`config.mk`:
```
export PLATFORM = sky130hd
export DESIGN_NAME = spi_tx_feeder
export DESIGN_NICKNAME = d
export VERILOG_FILES = /design/src/rtl/spi_tx_feeder.sv
export SDC_FILE = /design/constraint.sdc
export NUM_CORES = 1
export LEC_CHECK = 0
export CAP_MARGIN = 20
export CORE_MARGIN = 3
export CORE_UTILIZATION = 45
export CTS_CLUSTER_SIZE = 8
export DETAILED_ROUTE_END_ITERATION = 8
export PLACE_DENSITY = 0.67
export SYNTH_ARGS = -nofsm -noshare
export SYNTH_HDL_FRONTEND = slang
export SYNTH_SLANG_ARGS = --single-unit
```
`constraint.sdc`:
```
create_clock -name clk -period 4.42 [get_ports clk]
set_clock_uncertainty 0.15 [all_clocks]
set_input_delay 1.326 -clock clk [delete_from_list [all_inputs] [get_ports clk]]
set_output_delay 1.326 -clock clk [all_outputs]
set_load 0.01 [all_outputs]
```
`src/rtl/spi_tx_feeder.sv`:
```
// spi_tx_feeder: byte FIFO feeding an SPI transmitter one byte at a time, with chip-select framing.
// Define SPI_FEEDER_CS_EN to generate cs_n with a CS_HOLD tail; otherwise cs_n is tied high.
module spi_tx_feeder #(
    parameter int DEPTH_LOG2 = 4,
    parameter int CS_HOLD    = 8
) (
    input  logic                  clk,
    input  logic                  rst_n,
    input  logic                  wr_en,
    input  logic [7:0]            wr_data,
    output logic                  full,
    output logic                  empty,
    output logic [DEPTH_LOG2:0]   level,
    output logic                  overflow,
    output logic                  tx_rd_en,
    output logic [7:0]            tx_data,
    input  logic                  tx_sent,
    output logic                  busy,
    output logic                  cs_n
);
    localparam int DEPTH = 1 << DEPTH_LOG2;
    localparam int LW    = DEPTH_LOG2 + 1;
`ifdef SPI_FEEDER_CS_EN
    localparam int CW = (CS_HOLD > 1) ? $clog2(CS_HOLD) : 1;
    typedef enum logic [1:0] {ST_IDLE, ST_WAIT_SENT, ST_CS_HOLD} state_t;
    logic [CW-1:0] hold_q, hold_d;
    logic          cs_n_q;
`else
    typedef enum logic {ST_IDLE, ST_WAIT_SENT} state_t;
`endif
    logic [7:0]            mem_q [DEPTH];
    logic [DEPTH_LOG2-1:0] wr_ptr_q, rd_ptr_q;
    logic [LW-1:0]         level_q, level_d;
    logic                  full_q, empty_q, overflow_q;
    logic                  tx_rd_en_q, busy_q;
    logic [7:0]            tx_data_q;
    state_t                state_q, state_d;
    logic                  push, pop;

    // Only WAIT_SENT needs tx_sent to release the next byte; IDLE and CS_HOLD issue as soon as data exists.
    always_comb begin
        push    = wr_en && !full_q;
        pop     = !empty_q && (state_q != ST_WAIT_SENT || tx_sent);
        level_d = level_q + LW'(push) - LW'(pop);
        state_d = state_q;
`ifdef SPI_FEEDER_CS_EN
        hold_d  = hold_q;
        case (state_q)
            ST_IDLE: state_d = pop ? ST_WAIT_SENT : ST_IDLE;
            ST_WAIT_SENT: begin
                state_d = (tx_sent && !pop) ? ST_CS_HOLD : ST_WAIT_SENT;
                hold_d  = (tx_sent && !pop) ? CW'(CS_HOLD - 1) : hold_q;
            end
            default: begin
                state_d = pop ? ST_WAIT_SENT : (hold_q == '0) ? ST_IDLE : ST_CS_HOLD;
                hold_d  = (pop || hold_q == '0) ? hold_q : hold_q - 1'b1;
            end
        endcase
`else
        case (state_q)
            ST_IDLE: state_d = pop ? ST_WAIT_SENT : ST_IDLE;
            default: state_d = (tx_sent && !pop) ? ST_IDLE : ST_WAIT_SENT;
        endcase
`endif
    end

    always_ff @(posedge clk) begin
        if (push) mem_q[wr_ptr_q] <= wr_data;
    end

    always_ff @(posedge clk or negedge rst_n) begin
        if (!rst_n) begin
            wr_ptr_q   <= '0;
            rd_ptr_q   <= '0;
            level_q    <= '0;
            full_q     <= 1'b0;
            empty_q    <= 1'b1;
            overflow_q <= 1'b0;
        end else begin
            wr_ptr_q   <= wr_ptr_q + DEPTH_LOG2'(push);
            rd_ptr_q   <= rd_ptr_q + DEPTH_LOG2'(pop);
            level_q    <= level_d;
            full_q     <= level_d == LW'(DEPTH);
            empty_q    <= level_d == '0;
            overflow_q <= wr_en && full_q;
        end
    end

    always_ff @(posedge clk or negedge rst_n) begin
        if (!rst_n) begin
            state_q    <= ST_IDLE;
            tx_rd_en_q <= 1'b0;
            tx_data_q  <= '0;
            busy_q     <= 1'b0;
`ifdef SPI_FEEDER_CS_EN
            hold_q     <= '0;
            cs_n_q     <= 1'b1;
`endif
        end else begin
            state_q    <= state_d;
            tx_rd_en_q <= pop;
            tx_data_q  <= pop ? mem_q[rd_ptr_q] : tx_data_q;
            busy_q     <= state_d != ST_IDLE;
`ifdef SPI_FEEDER_CS_EN
            hold_q     <= hold_d;
            cs_n_q     <= state_d == ST_IDLE;
`endif
        end
    end

    assign full     = full_q;
    assign empty    = empty_q;
    assign level    = level_q;
    assign overflow = overflow_q;
    assign tx_rd_en = tx_rd_en_q;
    assign tx_data  = tx_data_q;
    assign busy     = busy_q;
`ifdef SPI_FEEDER_CS_EN
    assign cs_n     = cs_n_q;
`else
    assign cs_n     = 1'b1;
`endif
endmodule

```
==> load_flow_metrics.sql, run 1 <==
INSERT INTO impl_metrics (metric_group, metric, value, unit) VALUES
('global_route', 'grt_first_pass_wirelength', '17500', 'um'),
('worst_setup_path', 'setup.reg_to_reg.worst_slack', '1.83', 'ns'),
('synthesis', 'async_flop_share', '0.169', ''),
('cells_and_area', 'final_core_util', '0.542', ''),
('clock_network', 'ctsHoldBuffers', '0', ''),
('worst_setup_path', 'critical_path_arrival', '3.71', 'ns'),
('synthesis', 'synth_top_area_share', '0.622', ''),
('power_and_ir_drop', 'clock_network_power_share', '0.290', ''),
('drt', 'routed.top_layer', 'met4', ''),
('floorplanning', 'die_h', '123', 'um'),
('timing', 'fin_crit_sh', '0.796', ''),
('synthesis', 'post_synthesis_instance_total', '313', ''),
('synthesis', 'synthesis.area', '6170', 'um2'),
('cells_and_area', 'drive_gt1_frac', '0.146', ''),
('drt', 'routed_wl_met2', '5680', 'um'),
('timing', 'setup_viol', '0', ''),
('run_status', 'outcome', 'finished clean', ''),
('clock_network', 'clk_transition_reported_paths', '0.06', 'ns'),
('synthesis', 'yosys.cell_count.top_type', 'sky130_fd_sc_hd__edfxtp_1', ''),
('drt', 'met1Wirelength', '4960', 'um'),
('floorplanning', 'number_of_standard_cell_rows_in_the_floorplan', '42', ''),
('drt', 'wl_per_cell', '20.4', 'um'),
('synthesis', 'synth_nets', '333', ''),
('floorplanning', 'die_w', '123', 'um'),
('clock_network', 'tritoncts', 'done', ''),
('global_route', 'vias_in_the_first_global_route', '3077', ''),
('drt', 'avgViaCountPerCell', '5.43', ''),
('synthesis', 'synth-compound-area-share', '0.0217', ''),
('worst_setup_path', 'setup.worst_path.start_class', 'input port', ''),
('clock_network', 'cts_buffer_depth', '2', ''),
('worst_setup_path', 'cp.required', '4.61', 'ns'),
('synthesis', 'synth_enable_flop_cells', '128', ''),
('timing', 'hold_violations', '0', ''),
('synthesis', 'yosys.area.top_type', 'sky130_fd_sc_hd__edfxtp_1', ''),
('drt', 'detail-route-antenna-nets', '0', ''),
('power_and_ir_drop', 'vdd_ir_drop_max', '0.363', 'mV'),
('clock_network', 'tritoncts_num_sinks', '154', ''),
('synthesis', 'synth_warn', '0', ''),
('global_route', 'grt_start_max_net_pins', '35', ''),
('power_and_ir_drop', 'power_density_over_the_cells', '660', 'nW/um2'),
('drt', 'via_count', '3004', ''),
('synthesis', 'yosysSeqAreaShare', '0.728', ''),
('timing', 'rsz0062_at_grt', 'no', ''),
('worst_hold_path', 'hold_path_end', 'busy$_DFF_PN0_', ''),
('drt', 'totalWireLength', '11300', 'um'),
('place', 'detailed_place_hpwl', '7330', 'um'),
('worst_hold_path', 'hold_path.startpoint', 'empty$_DFF_PN1_', ''),
('synthesis', 'ys.flop_type', 'sky130_fd_sc_hd__edfxtp_1', ''),
('global_route', 'global_route.usage.total', '0.161', ''),
('worst_setup_path', 'reg2reg_depth', '11', ''),
('drt', 'route.met3.wl', '472', 'um'),
('synthesis', 'synth_simple_gate_area_frac', '0.0464', ''),
('timing', 'slew_headroom', '0.325', ''),
('power_and_ir_drop', 'pwr-share-comb', '0.293', ''),
('timing', 'fmax', '284', 'MHz'),
('timing', 'fin_tns_setup', '0', 'ns'),
('clock_network', 'number_of_cts_inserted_buffers', '17', ''),
('power_and_ir_drop', 'cell_internal_pwr', '3380', 'uW'),
('global_route', 'gr_overflow_total', '0', ''),
('synthesis', 'synth_cell_type_count', '34', ''),
('clock_network', 'postCtsResizedCells', '0', ''),
('synthesis', 'synth_area_leaders', 'sky130_fd_sc_hd__edfxtp_1, sky130_fd_sc_hd__dfrtp_1, sky130_fd_sc_hd__mux4_1', ''),
('worst_setup_path', 'crit_path_start', 'tx_sent', ''),
('synthesis', 'fraction_of_synthesized_cell_area_in_xor_and_xnor_cells', '0.0128', ''),
('floorplanning', 'coreArea', '13300', 'um2'),
('synthesis', 'synthTopCellsByCount', 'sky130_fd_sc_hd__edfxtp_1, sky130_fd_sc_hd__dfrtp_1, sky130_fd_sc_hd__mux4_1, sky130_fd_sc_hd__nor2_1, sky130_fd_sc_hd__nand2_1', ''),
('timing', 'post-route-min-period', '3.52', 'ns'),
('timing', 'slew_violations', '0', ''),
('power_and_ir_drop', 'power.switching_fraction', '0.291', ''),
('synthesis', 'synthesis.area_per_instance', '19.7', 'um2'),
('clock_network', 'cts_root_buffer_type', 'sky130_fd_sc_hd__clkbuf_16', '');
## power by group through the flow
stage / Clock [uW] / Combinational (uW) / Sequential, uW
CTS: 1400 / 1360 / 2020
detailed placement: 0 / 1350 / 2050
global placement: 0 / 1330 / 2040
global route: 1470 / 1530 / 2020
floorplan: 0 / 1040 / 1970
finish: 1380 / 1400 / 1990
## kinds of logic (layout without fill, tap and decap cells)
family                     count (synthesis)  after routing
and+or+nand+nor                           61             61
AOI/OAI and AO/OA                         20             20
buffers and inverters                     19             83
adders and majority gates                  8              8
DFF                                      154            154
xor gates and xnor gates                   9              9
other                                      1              1
muxes                                     41             41
## worst max path at each step
stage | to | cells after the start
2_1_floorplan | full$_DFF_PN0_ | 11
3_3_place_gp | full$_DFF_PN0_ | 12
3_5_place_dp | full$_DFF_PN0_ | 12
4_1_cts | full$_DFF_PN0_ | 12
5_1_grt | full$_DFF_PN0_ | 12
6_report | full$_DFF_PN0_ | 12
## state kept, by name, summed over array words and instances, names as in the netlist
signal	cells
mem_q	128
level	5
busy	1
full	1
empty	1
overflow	1
tx_rd_en	1
rd_ptr_q	4
wr_ptr_q	4
tx_data	8
## cell type report
type | instances | area [um2]
Inverter | 7 | 26.3
Fill cell | 1026 | 6110
Clock inverter | 9 | 98.8
Clock buffer | 23 | 468
Multi-Input combinational cell | 140 | 1500
Timing Repair Buffer | 44 | 423
Tap cell | 176 | 220
Sequential cell | 154 | 4500
## stage by stage
step	worst slack (ns)	area (um2)	instances	total power [uW]
global placement	0.526	6640	520	3360
detailed placement	0.462	6640	520	3400
finish	0.900	7230	553	4770
floorplan	0.884	6170	313	3010
CTS	0.898	7210	552	4780
global route	0.769	7230	553	5010
## layer usage
layer | track usage | vias up
li1 | - | 1344
met1 | 0.213 | 1569
met2 | 0.256 | 77
met3 | 0.0453 | 14
met4 | 0.0630 | 0
met5 | 0 | -
## layout by cell type (no fill, tap or decap), types with 2 or more instances in the layout
master                            netlist  routed
sky130_fd_sc_hd__nor2_1                20      20
sky130_fd_sc_hd__clkbuf_8               1       2
sky130_fd_sc_hd__buf_4                  2      14
sky130_fd_sc_hd__mux2i_1                8       8
sky130_fd_sc_hd__edfxtp_1             128     128
sky130_fd_sc_hd__nand2b_1              11      11
sky130_fd_sc_hd__inv_1                  7       7
sky130_fd_sc_hd__xor2_1                 3       3
sky130_fd_sc_hd__nand2_1               14      14
sky130_fd_sc_hd__nor3_1                 5       5
sky130_fd_sc_hd__nand3_1                5       5
sky130_fd_sc_hd__mux4_2                11      11
sky130_fd_sc_hd__clkdlybuf4s50_1        0      29
sky130_fd_sc_hd__ha_1                   7       7
sky130_fd_sc_hd__clkinv_2               0       4
sky130_fd_sc_hd__a21o_1                 2       2
sky130_fd_sc_hd__a21oi_1                9       9
sky130_fd_sc_hd__dfrtp_1               25      25
sky130_fd_sc_hd__clkbuf_16              0      17
sky130_fd_sc_hd__clkinvlp_4             0       2
sky130_fd_sc_hd__xnor2_1                6       6
sky130_fd_sc_hd__or3_1                  2       2
sky130_fd_sc_hd__bufinv_16              0       2
sky130_fd_sc_hd__a211o_1                7       7
sky130_fd_sc_hd__mux4_1                21      21
sky130_fd_sc_hd__clkbuf_1               1       4
## worst max-delay path, cell delays in order
cell and delay, ns:
sky130_fd_sc_hd__clkdlybuf4s50_1 0.44, sky130_fd_sc_hd__nand2b_1 0.18, sky130_fd_sc_hd__nand2_1 0.09, sky130_fd_sc_hd__buf_4 0.17, sky130_fd_sc_hd__nand2_1 0.07, sky130_fd_sc_hd__nand2_1 0.05
sky130_fd_sc_hd__ha_1 0.21, sky130_fd_sc_hd__fa_1 0.41, sky130_fd_sc_hd__a21o_1 0.20, sky130_fd_sc_hd__a21oi_1 0.18, sky130_fd_sc_hd__xnor2_1 0.17, sky130_fd_sc_hd__nor3b_1 0.20
(Power assumes the default switching activity.)
==> run 2: changes to the inputs <==
==> constraint.sdc (replaced) <==
create_clock -name clk -period 3.3 [get_ports clk]
set_clock_uncertainty 0.15 [all_clocks]
set_input_delay 0.99 -clock clk [delete_from_list [all_inputs] [get_ports clk]]
set_output_delay 0.99 -clock clk [all_outputs]
set_load 0.01 [all_outputs]
==> load_flow_metrics.sql, run 2 (same netlist as run 1, synthesis figures left out) <==
INSERT INTO impl_metrics (metric_group, metric, value, unit) VALUES
('cells_and_area', 'layout.cells.most_common', 'sky130_fd_sc_hd__edfxtp_1', ''),
('place', 'gp_congestion', '0.800', ''),
('floorplanning', 'die_h', '123', 'um'),
('timing', 'rsz0062_at_grt', 'no', ''),
('power_and_ir_drop', 'fin_total_pwr', '6520', 'uW'),
('floorplanning', 'number_of_standard_cell_rows_in_the_floorplan', '42', ''),
('drt', 'drc_errors', '0', ''),
('drt', 'wl_per_cell', '20.4', 'um'),
('timing', 'slew_headroom', '0.603', ''),
('drt', 'via_count', '3026', ''),
('worst_setup_path', 'worstPathMaxFanout', '3', ''),
('worst_setup_path', 'critical_path_arrival', '3.21', 'ns'),
('cells_and_area', 'num-fill-cells', '1022', ''),
('place', 'io_buffer_count', '29', ''),
('worst_setup_path', 'setup.worst_path.class', 'input port to register', ''),
('cells_and_area', 'syn2layout_area_growth', '18.7', '%'),
('clock_network', 'post-cts-setup-buffers', '0', ''),
('drt', 'avgViaCountPerCell', '5.37', ''),
('worst_setup_path', 'startpoint_of_the_lowest_slack_register_to_register_path', 'empty$_DFF_PN1_', ''),
('worst_setup_path', 'cp.required', '3.48', 'ns'),
('worst_hold_path', 'hold_path_cell_cnt', '1', ''),
('clock_network', 'h-tree-depth', '4', ''),
('drt', 'detail-route-antenna-nets', '0', ''),
('power_and_ir_drop', 'power_leakage', '0.00265', 'uW'),
('global_route', 'antenna_found_initial', '0', ''),
('timing', 'fin_tns_setup', '0', 'ns'),
('timing', 'post-route-min-period', '3.03', 'ns'),
('cells_and_area', 'final_area', '7330', 'um2'),
('global_route', 'global_route.usage.total', '0.165', ''),
('floorplanning', 'initial_utilization', '0.463', ''),
('global_route', 'grt_start_max_net_pins', '35', ''),
('clock_network', 'clk_transition_reported_paths', '0.06', 'ns'),
('worst_setup_path', 'setup.worst_path.end_class', 'register', ''),
('power_and_ir_drop', 'power_density_over_the_cells', '889', 'nW/um2'),
('clock_network', 'tritoncts_num_sinks', '154', ''),
('place', 'placed_inst_area', '6730', 'um2'),
('clock_network', 'tritoncts', 'done', ''),
('worst_hold_path', 'hold_path.startpoint', 'empty$_DFF_PN1_', ''),
('place', 'detailed_place_hpwl', '7180', 'um'),
('cells_and_area', 'largest_register_ffs', '128', ''),
('clock_network', 'ctsHoldBuffers', '0', ''),
('floorplanning', 'die_w', '123', 'um'),
('cells_and_area', 'layout.nets', '395', ''),
('global_route', 'vias_in_the_first_global_route', '3146', ''),
('cells_and_area', 'drive_gt1_frac', '0.178', ''),
('clock_network', 'postCtsResizedCells', '0', ''),
('timing', 'fmax', '330', 'MHz'),
('drt', 'initialDrtViolationCount', '241', ''),
('floorplanning', 'coreArea', '13300', 'um2'),
('timing', 'slew_violations', '0', ''),
('timing', 'hold_violations', '0', ''),
('clock_network', 'insertion_delay_of_the_later_clocked_pin_in_the_worst_skew_pair', '0.42', 'ns'),
('timing', 'setup_viol', '0', ''),
('clock_network', 'cts_buffer_depth', '2', ''),
('floorplanning', 'floorplan.die_area', '15200', 'um2'),
('drt', 'dr.pass1.iters', '5', ''),
('job', 'maxCapViolCount', '0', ''),
('worst_hold_path', 'timing.hold.worst.class', 'register to register', ''),
('global_route', 'grt_first_pass_wirelength', '17900', 'um'),
('cells_and_area', 'mostFrequentLayoutCells', 'sky130_fd_sc_hd__edfxtp_1, sky130_fd_sc_hd__clkdlybuf4s50_1, sky130_fd_sc_hd__buf_4', ''),
('worst_setup_path', 'reg2reg_depth', '11', ''),
('global_route', 'gr_overflow_total', '0', ''),
('cells_and_area', 'largest_register_by_flop_count', 'mem_q', ''),
('clock_network', 'number_of_cts_inserted_buffers', '17', ''),
('timing', 'worst_slew_pin_slew', '0.593', 'ns'),
('power_and_ir_drop', 'vdd_ir_drop_max', '0.379', 'mV'),
('timing', 'fin_crit_sh', '0.918', ''),
('clock_network', 'cts_root_buffer_type', 'sky130_fd_sc_hd__clkbuf_16', ''),
('floorplanning', 'floorplan.io_pins', '31', ''),
('worst_setup_path', 'crit_path_start', 'tx_sent', ''),
('worst_setup_path', 'setup.worst_path.start_class', 'input port', ''),
('cells_and_area', 'number_of_antenna_cells_inserted', '0', ''),
('drt', 'totalWireLength', '11500', 'um'),
('run_status', 'outcome', 'finished clean', '');
run 2: cell count changes in the layout (fill, tap and decap cells not counted), sizes merged:
| cell | previous run | this run |
|---|---|---|
| clkinv | 5 | 3 |
| inv | 7 | 10 |
| bufinv | 2 | 3 |
| clkinvlp | 2 | 4 |
| buf | 15 | 26 |
| clkbuf | 23 | 19 |
run 2: stage by stage:
step | util | instances | hold WS (ns) | worst slack [ns]
after global placement | 0.504 | 532 | 0.307 | -0.102
after floorplan | - | 313 | 0.301 | 0.100
final | 0.549 | 564 | 0.311 | 0.270
after global routing | 0.549 | 564 | 0.332 | 0.0914
after detailed placement | 0.504 | 532 | 0.309 | -0.146
after CTS | 0.549 | 564 | 0.326 | 0.275
run 2: critical path, cell delays in order:
cell and delay (ns):
sky130_fd_sc_hd__clkdlybuf4s50_1 0.39, sky130_fd_sc_hd__nand2b_1 0.16, sky130_fd_sc_hd__nand2_1 0.11, sky130_fd_sc_hd__inv_1 0.06, sky130_fd_sc_hd__nand2_1 0.08, sky130_fd_sc_hd__nand2_1 0.06
sky130_fd_sc_hd__ha_1 0.21, sky130_fd_sc_hd__fa_1 0.41, sky130_fd_sc_hd__a21o_1 0.20, sky130_fd_sc_hd__a21oi_1 0.17, sky130_fd_sc_hd__xnor2_1 0.17, sky130_fd_sc_hd__nor3b_1 0.20
run 2: where the power goes:
part	internal, uW	switching, uW
sequential	2430	159
combinational	953	1010
clock	1200	761
total	4580	1940
run 2: metal layers:
metal	track usage	vias to the layer above	part of all wire
met1	0.226	1546	0.44
met2	0.257	96	0.49
met5	0	-	0
met3	0.0476	11	0.054
met4	0.0547	0	0.0088
li1	-	1373	-
run 2: worst paths after layout:
path	to	slack, ns
min in group asynchronous	level[0]$_DFF_PN0_	0.79
worst max register to register	full$_DFF_PN0_	0.78
worst max-delay path	full$_DFF_PN0_	0.27
worst min-delay path	busy$_DFF_PN0_	0.31
max in group asynchronous	empty$_DFF_PN1_	1.91
worst min register to register	busy$_DFF_PN0_	0.31
run 2: final cells by class:
type                    instances  area, um2  area share
repair buffers                 55        485      0.0662
well taps                     176        220      0.0300
clock inverters                13        169      0.0230
flip-flops and latches        154       4500       0.613
multi-input cells             140       1500       0.205
clock buffers                  19        433      0.0591
inverters                       7       26.3     0.00358
